**src/rtl/im_loader.sv**
```systemverilog
// im_loader: boot-time instruction memory writer.
// Consumes a length-prefixed, XOR-checksummed byte stream, assembles
// little-endian 32-bit words, writes them to consecutive word addresses and
// holds the core in reset until the image is loaded and verified.
module im_loader #(
  parameter int unsigned ADDR_BITS = 7
) (
  input  logic                 clk,
  input  logic                 rst,
  input  logic [7:0]           rx_data,
  input  logic                 rx_valid,
  output logic                 rx_ready,
  output logic                 we,
  output logic [ADDR_BITS-1:0] waddr,
  output logic [31:0]          wdata,
  output logic                 cpu_hold,
  output logic                 done,
  output logic                 err
);

  localparam int unsigned CNT_W = ADDR_BITS + 1;
  localparam int unsigned DEPTH = 1 << ADDR_BITS;

  typedef enum logic [2:0] {
    S_LEN0 = 3'd0,
    S_LEN1 = 3'd1,
    S_DATA = 3'd2,
    S_CSUM = 3'd3,
    S_DONE = 3'd4,
    S_ERR  = 3'd5
  } state_t;

  state_t               state_q, state_d;
  logic [15:0]          len_q, len_d;
  logic [CNT_W-1:0]     cnt_q, cnt_d;
  logic [1:0]           idx_q, idx_d;
  logic [23:0]          shift_q, shift_d;
  logic [7:0]           csum_q, csum_d;
  logic                 rx_ready_q, rx_ready_d;
  logic                 we_q, we_d;
  logic [ADDR_BITS-1:0] waddr_q, waddr_d;
  logic [31:0]          wdata_q, wdata_d;
  logic                 cpu_hold_q, cpu_hold_d;
  logic                 done_q, done_d;
  logic                 err_q, err_d;

  logic                 xfer;
  logic [15:0]          len_n;
  logic                 last_word;

  // Handshake, full word count as seen on the LEN_HI byte, and last-word detect
  assign xfer      = rx_valid && rx_ready_q;
  assign len_n     = {rx_data, len_q[7:0]};
  assign last_word = (16'(cnt_q) + 16'd1) == len_q;

  // State register
  always_ff @(posedge clk) begin
    if (rst) state_q <= S_LEN0;
    else     state_q <= state_d;
  end

  // Next-state logic
  always_comb begin
    state_d = state_q;
    case (state_q)
      S_LEN0: if (xfer) state_d = S_LEN1;
      S_LEN1: begin
        if (xfer) begin
          if (32'(len_n) > DEPTH) state_d = S_ERR;
          else if (len_n == 16'd0) state_d = S_CSUM;
          else                     state_d = S_DATA;
        end
      end
      S_DATA: if (xfer && idx_q == 2'd3 && last_word) state_d = S_CSUM;
      S_CSUM: if (xfer) state_d = (rx_data == csum_q) ? S_DONE : S_ERR;
      S_DONE: state_d = S_DONE;
      S_ERR:  state_d = S_ERR;
      default: state_d = S_ERR;
    endcase
  end

  // Datapath and registered-output next values
  always_comb begin
    len_d   = len_q;
    cnt_d   = cnt_q;
    idx_d   = idx_q;
    shift_d = shift_q;
    csum_d  = csum_q;
    we_d    = 1'b0;
    waddr_d = waddr_q;
    wdata_d = wdata_q;
    case (state_q)
      S_LEN0: if (xfer) len_d[7:0] = rx_data;
      S_LEN1: begin
        if (xfer) begin
          len_d[15:8] = rx_data;
          cnt_d       = '0;
          idx_d       = 2'd0;
        end
      end
      S_DATA: begin
        if (xfer) begin
          csum_d = csum_q ^ rx_data;
          idx_d  = idx_q + 2'd1;
          case (idx_q)
            2'd0: shift_d[7:0]   = rx_data;
            2'd1: shift_d[15:8]  = rx_data;
            2'd2: shift_d[23:16] = rx_data;
            default: begin
              we_d    = 1'b1;
              waddr_d = cnt_q[ADDR_BITS-1:0];
              wdata_d = {rx_data, shift_q};
              cnt_d   = cnt_q + CNT_W'(1);
            end
          endcase
        end
      end
      default: ;
    endcase
    rx_ready_d = (state_d != S_DONE) && (state_d != S_ERR);
    cpu_hold_d = (state_d != S_DONE);
    done_d     = (state_d == S_DONE);
    err_d      = (state_d == S_ERR);
  end

  // Datapath and output registers
  always_ff @(posedge clk) begin
    if (rst) begin
      len_q      <= '0;
      cnt_q      <= '0;
      idx_q      <= 2'd0;
      shift_q    <= '0;
      csum_q     <= '0;
      rx_ready_q <= 1'b1;
      we_q       <= 1'b0;
      waddr_q    <= '0;
      wdata_q    <= '0;
      cpu_hold_q <= 1'b1;
      done_q     <= 1'b0;
      err_q      <= 1'b0;
    end else begin
      len_q      <= len_d;
      cnt_q      <= cnt_d;
      idx_q      <= idx_d;
      shift_q    <= shift_d;
      csum_q     <= csum_d;
      rx_ready_q <= rx_ready_d;
      we_q       <= we_d;
      waddr_q    <= waddr_d;
      wdata_q    <= wdata_d;
      cpu_hold_q <= cpu_hold_d;
      done_q     <= done_d;
      err_q      <= err_d;
    end
  end

  assign rx_ready = rx_ready_q;
  assign we       = we_q;
  assign waddr    = waddr_q;
  assign wdata    = wdata_q;
  assign cpu_hold = cpu_hold_q;
  assign done     = done_q;
  assign err      = err_q;

endmodule
```
**config.mk**
```make
export PLATFORM = sky130hd
export DESIGN_NAME = im_loader
export DESIGN_NICKNAME = d
export VERILOG_FILES = /design/src/rtl/im_loader.sv
export SDC_FILE = /design/constraint.sdc
export NUM_CORES = 1
export LEC_CHECK = 0
export ABC_AREA = 1
export ABC_CLOCK_PERIOD_IN_PS = 3300
export BUFFER_PORTS_ARGS = -buffer_cell sky130_fd_sc_hd__buf_2
export CAP_MARGIN = 20
export CORE_ASPECT_RATIO = 1.1
export CORE_UTILIZATION = 40
export DETAILED_ROUTE_END_ITERATION = 10
export MAX_ROUTING_LAYER = met4
export PLACE_DENSITY = 0.67
export SLEW_MARGIN = 20
export SYNTH_ARGS = -nofsm -noshare
export SYNTH_HDL_FRONTEND = slang
export SYNTH_SLANG_ARGS = --single-unit
```
**constraint.sdc**
```tcl
create_clock -name clk -period 3.3 [get_ports clk]
set_clock_uncertainty 0.1 [all_clocks]
set_input_delay 0.495 -clock clk [delete_from_list [all_inputs] [get_ports clk]]
set_output_delay 0.495 -clock clk [all_outputs]
set_load 0.01 [all_outputs]
```
==> results.tsv, run 1 <==
stage	metric	value	unit
floorplanning	die_area	11100	um^2
drt	first_iter_violations	264	
clock_network	htreeDepth	3	
floorplanning	ios	55	
worst_setup_path	crit_path_end_kind	flip-flop	
global_routing	grt_max_degree	68	
drt	wl_per_cell	12.9	um
synthesis	synth_nets	575	
cells_and_area	fin_util	0.474	
worst_setup_path	crit_type	flip-flop to flip-flop	
cells_and_area	diodes	0	
clock_network	post_cts_resized	0	
clock_network	cts_hold_buf	0	
timing	worstMarginPinSlew	554	ps
hold_path	hp-class	flip-flop to flip-flop	
timing	finalSetupViolations	0	
drt	drtAntennaViolNets	0	
synthesis	ys_async_sr_fraction	0	
synthesis	synth_edf_count	0	
clock_network	clk_latency	340	ps
drt	vias	3664	
cells_and_area	multi_input_comb_area	1840	um^2
synthesis	ys_warn_count	0	
power	power_leakage	2.05	nW
cells_and_area	num-nets-final	615	
global_routing	grt-ovfl-total	0	
floorplanning	start_util	0.411	
synthesis	synth_area	4260	um^2
worst_setup_path	required	3480	ps
timing	slew_viol_final	0	
synthesis	synth_top_cells_by_count	dfxtp_1, nor2_1, nand2_1	
floorplanning	num_rows	39	
clock_network	clock_path_buffers	2	
timing	rsz0062_at_grt	no	
run	cap_violations	0	
timing	fin_tns_setup	0	ps
synthesis	synthTopCellsByArea	dfxtp_1, o21ai_0, a21oi_1	
drt	remaining_drc_errors	0	
clock_network	clkSinkCount	105	
cells_and_area	regArea	2100	um^2
place	portBuffers	54	
clock_network	cts_tree	done	
global_routing	antenna_found_initial	0	
worst_setup_path	crit_fanout	51	
worst_setup_path	cp_data_arrival_time	2160	ps
cells_and_area	nFillCells	1046	
clock_network	cts_root_buffer	clkbuf_16	
timing	finalCriticalPeriod	1980	ps
place	place.gp.congestion	0.892	
worst_setup_path	critPathLaunchType	flip-flop	
global_routing	grt_pass1_vias	3316	
synthesis	ys_seq_area_frac	0.494	
synthesis	synth_top_cell_by_area	dfxtp_1	
timing	timing.fmax	504	MHz
place	dpl.hpwl	6.53	mm
global_routing	grt_pass1_wl	16.1	mm
synthesis	yosysUniqueCellTypes	29	
status	run_status	completed	
synthesis	netlist_instances	558	
synthesis	synth_top_flop_cell	dfxtp_1	
floorplanning	die_y	110	um
drt	first_pass_iters	5	
drt	routed_wl	9.59	mm
synthesis	synth_top_cell_area_share	0.494	
clock_network	post-cts-setup-buffer-count	0	
synthesis	yosysMostFrequentCell	dfxtp_1	
clock_network	clk_pin_slew	70	ps
clock_network	cts_made_buffers	9	
synthesis	syn_avg_cell_area	7.63	um^2
drt	vias_per_cell	4.91	
timing	finalCritPeriodShare	0.601	
power	power_density	534	nW/um^2
cells_and_area	syn_to_final_growth	15.2	%
floorplanning	core_area	10300	um^2
power	ir_drop	350	uV
synthesis	ys_ff_latch	105	
floorplanning	die_x	100	um
global_routing	grt_usage	0.193	
timing	slew_headroom	0.629	
cells_and_area	drive_gt1_frac	0.144	
timing	finalHoldViolCount	0	
worst_setup_path	r2r_slack	1320	ps
==> placed cells by master, fill, tap and decap left out <==
cell and count:
nand3_4 1, buf_2 54, a21oi_2 1, dfxtp_1 105
buf_4 3, bufinv_16 2, inv_1 37, clkinv_1 1
clkbuf_1 1, o21ai_2 1, clkinvlp_4 1, clkinv_2 3
nor2_4 1, a22oi_1 2, buf_12 1, nand4_1 3
nor2_1 90, o21ai_1 2, xnor2_1 6, inv_2 4
a21oi_1 68, o21ai_0 74, nand2_2 3, ha_1 6
nand3_1 40, nor2_8 1, nand2_1 77, nor2_2 1
a31oi_1 1, o21a_1 1, xor2_1 2, nor3_2 1
clkbuf_16 9
==> through the flow <==
stage          cells  setup WS (ps)  cell area, um^2  hold slack, ps  power (mW)
6_report         746           1320             4900             359        2.62
5_1_grt          746           1110             4900             368        2.73
4_1_cts          746           1320             4900             357        2.65
3_5_place_dp     730           1180             4590             347        1.53
3_3_place_gp     730           1250             4590             340        1.53
2_1_floorplan    558           1690             4260             330        1.48
==> layout make-up <==
class	count	share of cell area
clock buffers	10	0.0467
clock inverters	6	0.0168
inverters	42	0.0321
multi-input cells	382	0.376
flip-flops and latches	105	0.429
well taps	143	0.0365
repair buffers	58	0.0638
==> cells by family (layout without fill, tap and decap cells) <==
| family | Yosys count | after routing | synth area share |
|---|---|---|---|
| and+or+nand+nor | 218 | 218 | 0.218 |
| AOI/OAI and AO/OA | 150 | 150 | 0.180 |
| DFF | 105 | 105 | 0.494 |
| buffers and inverters | 71 | 116 | 0.0735 |
| xor gates and xnor gates | 8 | 8 | 0.0165 |
| adders and majority gates | 6 | 6 | 0.0176 |
==> worst max-delay path: stages, from the launching register on <==
cell and delay, ps:
dfxtp_1 440, nand3_4 160, nor2_8 110, nand2_2 320, inv_2 260, buf_12 240, o21ai_0 110, a21oi_1 140
==> metal layers <==
metal	vias to the layer above	GRT usage	part of all wire
li1	1912	-	-
met1	1669	0.245	0.47
met2	74	0.303	0.47
met3	9	0.0385	0.040
met4	0	0.0797	0.019
met5	-	-	0
==> flip-flops by register name (all words and copies together), names as in the netlist <==
register / flops
rx_ready: 1
len_q: 16
state_q: 3
wdata: 32
idx_q: 2
we: 1
shift_q: 24
csum_q: 8
waddr: 7
cnt_q: 8
err: 1
cpu_hold: 1
done: 1
==> final timing paths <==
path / cells after the start / startpoint / end
max: 7 / state_q[1] / wdata[26]
min: 2 / len_q[14] / len_q[14]
max reg2reg: 7 / state_q[1] / wdata[26]
min reg2reg: 2 / len_q[14] / len_q[14]
==> where the power goes <==
group	switching (mW)	internal, mW	leakage, nW
sequential	0.0197	1.30	0.849
clock	0.454	0.661	0.152
combinational	0.130	0.0578	1.05
total	0.604	2.02	2.05
(Power assumes the default switching activity.)
==> run 2: changes to the inputs <==
Settings changed: ABC_CLOCK_PERIOD_IN_PS 3300 to 1900.
Clock period 3.3 ns to 1.9 ns, I/O delays scaled along.
==> run 2 against run 1 <==
  * Die area stayed put
  * First-iteration DRC count is 15% lower
  * The flow now finishes with violations (design-rule violations)
  * Global-route usage is 0.22 points lower
  * Highest routed layer unchanged
  * Count of clock-buffer cells in the layout stayed put
  * Clock power is 93% higher
  * Setup slack worse by 1100 ps
  * Critical endpoint is now done
==> results.tsv, run 2 (synthesis gave the netlist of run 1 again) <==
stage	metric	value	unit	change
drt	first_pass_iters	8		+3
floorplanning	die_area	11100	um^2	unchanged
timing	finalCritPeriodShare	0.905		+0.305
cells_and_area	largest_reg_flops	32		unchanged
floorplanning	ios	55		unchanged
clock_network	clk_pin_slew	70	ps	about the same
floorplanning	num_rows	39		unchanged
place	place.gp.congestion	0.881		-1.2%
worst_setup_path	r2r_start	cnt_q[1]		
floorplanning	core_area	10300	um^2	unchanged
power	ir_drop	445	uV	+27%
global_routing	grt_max_degree	40		-41%
cells_and_area	final_common_cell	dfxtp_1		
global_routing	grt-ovfl-total	0		unchanged
cells_and_area	drive_gt1_frac	0.165		+0.0210
drt	vias	3708		+1.2%
drt	routed_wl	9.68	mm	+0.87%
clock_network	clkSinkCount	105		unchanged
timing	worstMarginPinSlew	553	ps	-1.65 ps
drt	wl_per_cell	12.8	um	-0.21%
timing	finalHoldViolCount	0		unchanged
floorplanning	die_x	100	um	unchanged
cells_and_area	instances_no_fill	754		+1.1%
global_routing	antenna_found_initial	0		unchanged
drt	drtAntennaViolNets	0		unchanged
drt	first_iter_violations	224		-15%
drt	vias_per_cell	4.92		+0.13%
clock_network	clk_latency	350	ps	about the same
power	power_density	951	nW/um^2	+78%
cells_and_area	num-nets-final	623		+1.3%
timing	timing.fmax	581	MHz	+15%
place	portBuffers	54		unchanged
place	dp_slack	108	ps	-1070 ps
power	power_leakage	2.12	nW	+3.7%
timing	slew_headroom	0.629		about the same
worst_setup_path	r2r_cells	12		+5
worst_setup_path	crit_path_end_kind	flip-flop		
cells_and_area	fin_util	0.487		+0.0127
hold_path	hp-class	input pin to flip-flop		
worst_setup_path	crit_fanout	4		-92%
status	run_status	finished with violations		
cells_and_area	design_area	5040	um^2	+2.7%
cells_and_area	layout.cells.most_common_list	dfxtp_1, nor2_1, nand2_1		
floorplanning	start_util	0.411		unchanged
timing	finalSetupViolations	0		unchanged
status	violations	design-rule violations		
clock_network	cts_made_buffers	9		unchanged
clock_network	post-cts-setup-buffer-count	0		unchanged
place	placed_cells	738		+1.1%
hold_path	holdPathEnd	shift_q[10]		
timing	worst_slack	180	ps	-1140 ps
hold_path	holdCritStartpoint	rx_data[2]		
run	cap_violations	0		unchanged
cells_and_area	diodes	0		unchanged
clock_network	clock_path_buffers	2		unchanged
global_routing	grt_pass1_wl	15.8	mm	-1.4%
clock_network	cts_tree	done		
drt	remaining_drc_errors	1		+1
clock_network	cts_root_buffer	clkbuf_16		
worst_setup_path	r2r_slack	180	ps	-1140 ps
worst_setup_path	cp_data_arrival_time	1870	ps	-290 ps
global_routing	grt_usage	0.191		-0.00221
clock_network	htreeDepth	3		unchanged
worst_setup_path	required	2050	ps	-1430 ps
timing	fin_tns_setup	0	ps	unchanged
global_routing	grt_pass1_vias	3375		+1.8%
worst_setup_path	critPathLaunchType	flip-flop		
place	dpl_cell_area	4670	um^2	+1.6%
worst_setup_path	rr_endpoint	done		
cells_and_area	nFillCells	1050		+0.38%
cells_and_area	syn_to_final_growth	18.3	%	
timing	finalCriticalPeriod	1720	ps	-262 ps
timing	slew_viol_final	0		unchanged
place	dpl.hpwl	6.73	mm	+3.2%
hold_path	hold_path_depth	3		+1
floorplanning	die_y	110	um	unchanged
worst_setup_path	crit_type	flip-flop to flip-flop		
## run 2: stage by stage
step	hold WS, ps	total power [mW]
floorplan	330	2.56
global placement	340	2.67
detailed placement	348	2.68
CTS	173	4.82
global route	189	4.97
finish	179	4.79
## run 2: worst max-delay path by stage
stage	startpoint	to	slack, ps	depth (start not counted)
2_1_floorplan	cnt_q[1]	done	410	12
3_3_place_gp	cnt_q[1]	done	120	12
3_5_place_dp	cnt_q[1]	done	110	12
4_1_cts	cnt_q[1]	done	80	12
5_1_grt	cnt_q[0]	done	-8	12
6_report	cnt_q[1]	done	180	12
## run 2: routing by layer
layer  up-vias  global-route usage  routed length [um]
met2        85               0.312                4660
met1      1689               0.228                4430
met4         0              0.0766                 167
met3        14              0.0454                 415
li1       1920                   -                   -
met5         -                   -                   0
## run 2: power by group
group          total [mW]  leakage (nW)  switching [mW]  internal, mW
registers            2.29         0.849          0.0339          2.25
logic               0.344          1.10           0.231         0.112
clock network        2.16         0.173           0.830          1.33
total                4.79          2.12            1.09          3.70
## run 2: cell type report
class / instances / area, um^2 / share of cell area
well taps: 143 / 179 / 0.0355
flip-flops and latches: 105 / 2100 / 0.418
clock inverters: 6 / 113 / 0.0224
inverters: 42 / 158 / 0.0313
clock buffers: 10 / 239 / 0.0475
repair buffers: 66 / 385 / 0.0765
multi-input cells: 382 / 1860 / 0.369
## run 2: critical path: stages (launching register included)
cell and delay [ps]:
dfxtp_2 340, ha_2 340, inv_1 40, nand2_1 50
nand2_1 40, nor2_1 90, nand3_1 90, nor2_1 90
nand2_1 60, nor2_1 120, nand3_2 120, nand3_2 90
inv_1 40
## run 2: timing repair
| item | CTS | global route |
|---|---|---|
| resized for setup | 0 | 6 |
| hold buffers | 0 | 0 |
| endpoints found under the setup margin | 0 | 7 |
| hold endpoints to repair | 0 | 0 |
==> run 3: changes to the inputs <==
Settings changed: ABC_CLOCK_PERIOD_IN_PS 1900 to 2009, CORE_UTILIZATION 40 to 55, PLACE_DENSITY 0.67 to 0.84.
Clock period 1.9 ns to 2.01 ns, I/O delays scaled along.
==> run 3 against run 2 <==
  * The run now ends clean
  * Flip-flop and latch count did not move
  * Routed wire length fell by 3.9%
  * Combinational power fell by 6.7%
  * Hold slack got worse by 2.9 ps
  * Largest cell class unchanged
  * Largest power group unchanged
==> results.tsv, run 3 (synthesis gave the netlist of run 1 again) <==
stage	metric	value	unit	change
place	dpl.hpwl	6.52	mm	-3.2%
clock_network	clk_latency	370	ps	+20 ps
drt	vias_per_cell	5.29		+7.7%
global_routing	antenna_found_initial	0		unchanged
drt	top_layer_used	met4		
drt	route.met3.wl	462	um	+11%
drt	vias	3780		+1.9%
worst_setup_path	crit_fanout	4		unchanged
worst_setup_path	crit_type	flip-flop to flip-flop		
worst_setup_path	crit_path_end_kind	flip-flop		
timing	timing.fmax	567	MHz	-2.4%
worst_setup_path	cp_data_arrival_time	1940	ps	+70 ps
floorplanning	start_util	0.570		+0.158
power	power	3.73	mW	-22%
cells_and_area	diodes	0		unchanged
timing	finalCritPeriodShare	0.877		-0.0283
place	portBuffers	54		unchanged
cells_and_area	layout.cells.most_common_list	dfxtp_1, nor2_1, nand2_1		
cells_and_area	drive_gt1_frac	0.154		-0.0110
worst_setup_path	critPathLaunch	cnt_q[1]		
clock_network	htreeDepth	3		unchanged
global_routing	grt_pass1_wl	15.5	mm	-2.3%
cells_and_area	syn_to_final_growth	12.5	%	
drt	wl_per_cell	13.0	um	+1.5%
worst_setup_path	worstPathCellList	ha_1 -> nand2_1 -> inv_1 -> nand3_1 -> nand2_1 -> nand2_1 -> nand2_1 -> nand2_1 -> nor2_1 -> nand3_1 -> nand3_1 -> inv_1		
floorplanning	ios	55		unchanged
worst_setup_path	r2r_slack	250	ps	+70 ps
cells_and_area	fin_util	0.641		+0.154
worst_setup_path	cp_slowest_cell	dfxtp_2		
clock_network	cts_made_buffers	9		unchanged
timing	fin_tns_setup	0	ps	unchanged
cells_and_area	largest_reg_flops	32		unchanged
timing	worst_slack	247	ps	+67.2 ps
floorplanning	core_area	7470	um^2	-28%
worst_setup_path	path_depth	12		unchanged
timing	holdWs	176	ps	-2.92 ps
worst_setup_path	required	2190	ps	+140 ps
power	power_density	780	nW/um^2	-18%
cells_and_area	num-nets-final	621		-0.32%
floorplanning	die_y	94.3	um	-14%
status	run_status	completed		
place	place.gp.congestion	0.840		-4.7%
timing	finalSetupViolations	0		unchanged
place	dp_slack	231	ps	+123 ps
floorplanning	num_rows	33		-15%
cells_and_area	final_common_cell	dfxtp_1		
timing	rsz0062_at_grt	no		
clock_network	cts_hold_buf	0		unchanged
drt	drtAntennaViolNets	0		unchanged
power	ir_drop	411	uV	-7.8%
worst_setup_path	r2r_cells	12		unchanged
clock_network	clk_pin_slew	110	ps	+40 ps
drt	first_iter_violations	290		+29%
worst_setup_path	critical_path.top_delay_family	simple AND/OR/NAND/NOR gates		
clock_network	clock_path_buffers	2		unchanged
clock_network	cts_tree	done		
worst_setup_path	critPathMostFrequentCell	nand2_1		
global_routing	grt-ovfl-total	0		unchanged
drt	remaining_drc_errors	0		-1
worst_setup_path	rr_endpoint	done		
global_routing	grt_usage	0.251		+0.0598
drt	first_pass_iters	5		-3
worst_setup_path	path_buf_inv	2		unchanged
global_routing	grt_pass1_vias	3437		+1.8%
timing	slew_viol_final	0		unchanged
floorplanning	die_area	8100	um^2	-27%
timing	finalHoldViolCount	0		unchanged
timing	finalCriticalPeriod	1760	ps	+42.8 ps
power	power_leakage	2.02	nW	-4.7%
clock_network	cts_root_buffer	clkbuf_8		
clock_network	clkSinkCount	105		unchanged
hold_path	hp-class	input pin to flip-flop		
drt	routed_wl	9.30	mm	-3.9%
timing	worstMarginPinSlew	669	ps	+116 ps
worst_setup_path	critPathLaunchType	flip-flop		
worst_setup_path	r2r_start	cnt_q[1]		
worst_setup_path	cp_slowest_stage_delay	390	ps	+50 ps
floorplanning	die_x	85.9	um	-14%
drt	wl_met1	4.10	mm	-7.4%
drt	dr_wl_met2	4.52	mm	-3.2%
run	cap_violations	0		unchanged
worst_setup_path	endpoint	done		
timing	slew_headroom	0.551		-0.0781
global_routing	grt_max_degree	39		-2.5%
-- run 3: cell count changes in the layout (fill, tap and decap cells not counted), moves of 2 or more --
cell | previous run | this run
inv_6 | 2 | 4
buf_4 | 10 | 8
clkbuf_16 | 9 | 0
nand3_2 | 2 | 0
clkbuf_8 | 1 | 9
bufinv_16 | 3 | 0
nand3_1 | 38 | 40
-- run 3: area by class of cell --
cell class | instances | area (um^2)
repair buffers | 64 | 370
flip-flops and latches | 105 | 2100
clock buffers | 10 | 128
fillers | 667 | 2690
well taps | 105 | 131
inverters | 42 | 158
multi-input cells | 382 | 1840
clock inverters | 6 | 55.1
-- run 3: through the flow --
| step | area (um^2) | cells |
|---|---|---|
| after floorplan | 4260 | 558 |
| after global placement | 4600 | 698 |
| after detailed placement | 4600 | 698 |
| after CTS | 4790 | 714 |
| after global routing | 4790 | 714 |
| final | 4790 | 714 |
-- run 3: timing repair --
action                     4_1_cts  5_1_grt
buffers inserted                 0        0
resized for setup                0        1
setup endpoints to repair        0        3
-- run 3: worst min-delay path by stage --
stage / end / cells past startpoint / slack (ps) / startpoint
6_report: shift_q[8] / 3 / 180 / rx_data[0]
3_5_place_dp: shift_q[4] / 2 / 350 / shift_q[4]
4_1_cts: shift_q[11] / 3 / 160 / rx_data[3]
3_3_place_gp: len_q[14] / 2 / 340 / len_q[14]
5_1_grt: shift_q[11] / 3 / 170 / rx_data[3]
2_1_floorplan: len_q[14] / 2 / 330 / len_q[14]
-- run 3: report_power, final --
part           switching, mW  internal [mW]  leakage [nW]  total, mW
sequential            0.0316           2.13         0.849       2.16
clock                  0.769          0.481        0.0942       1.25
combinational          0.217          0.104          1.08      0.321
-- run 3: metal layers --
layer  vias to the layer above  global-route usage
li1                       1920                   -
met3                        30              0.0466
met2                       106               0.415
met5                         -                   -
met1                      1724               0.304
met4                         0              0.0958
-- run 3: worst reg2reg max path, delay by kind of cell, from the launching register on --
kind,cells,cell delay [ps]
and+or+nand+nor,9,780
DFF,1,390
buffers and inverters,2,170
adders and majority gates,1,210
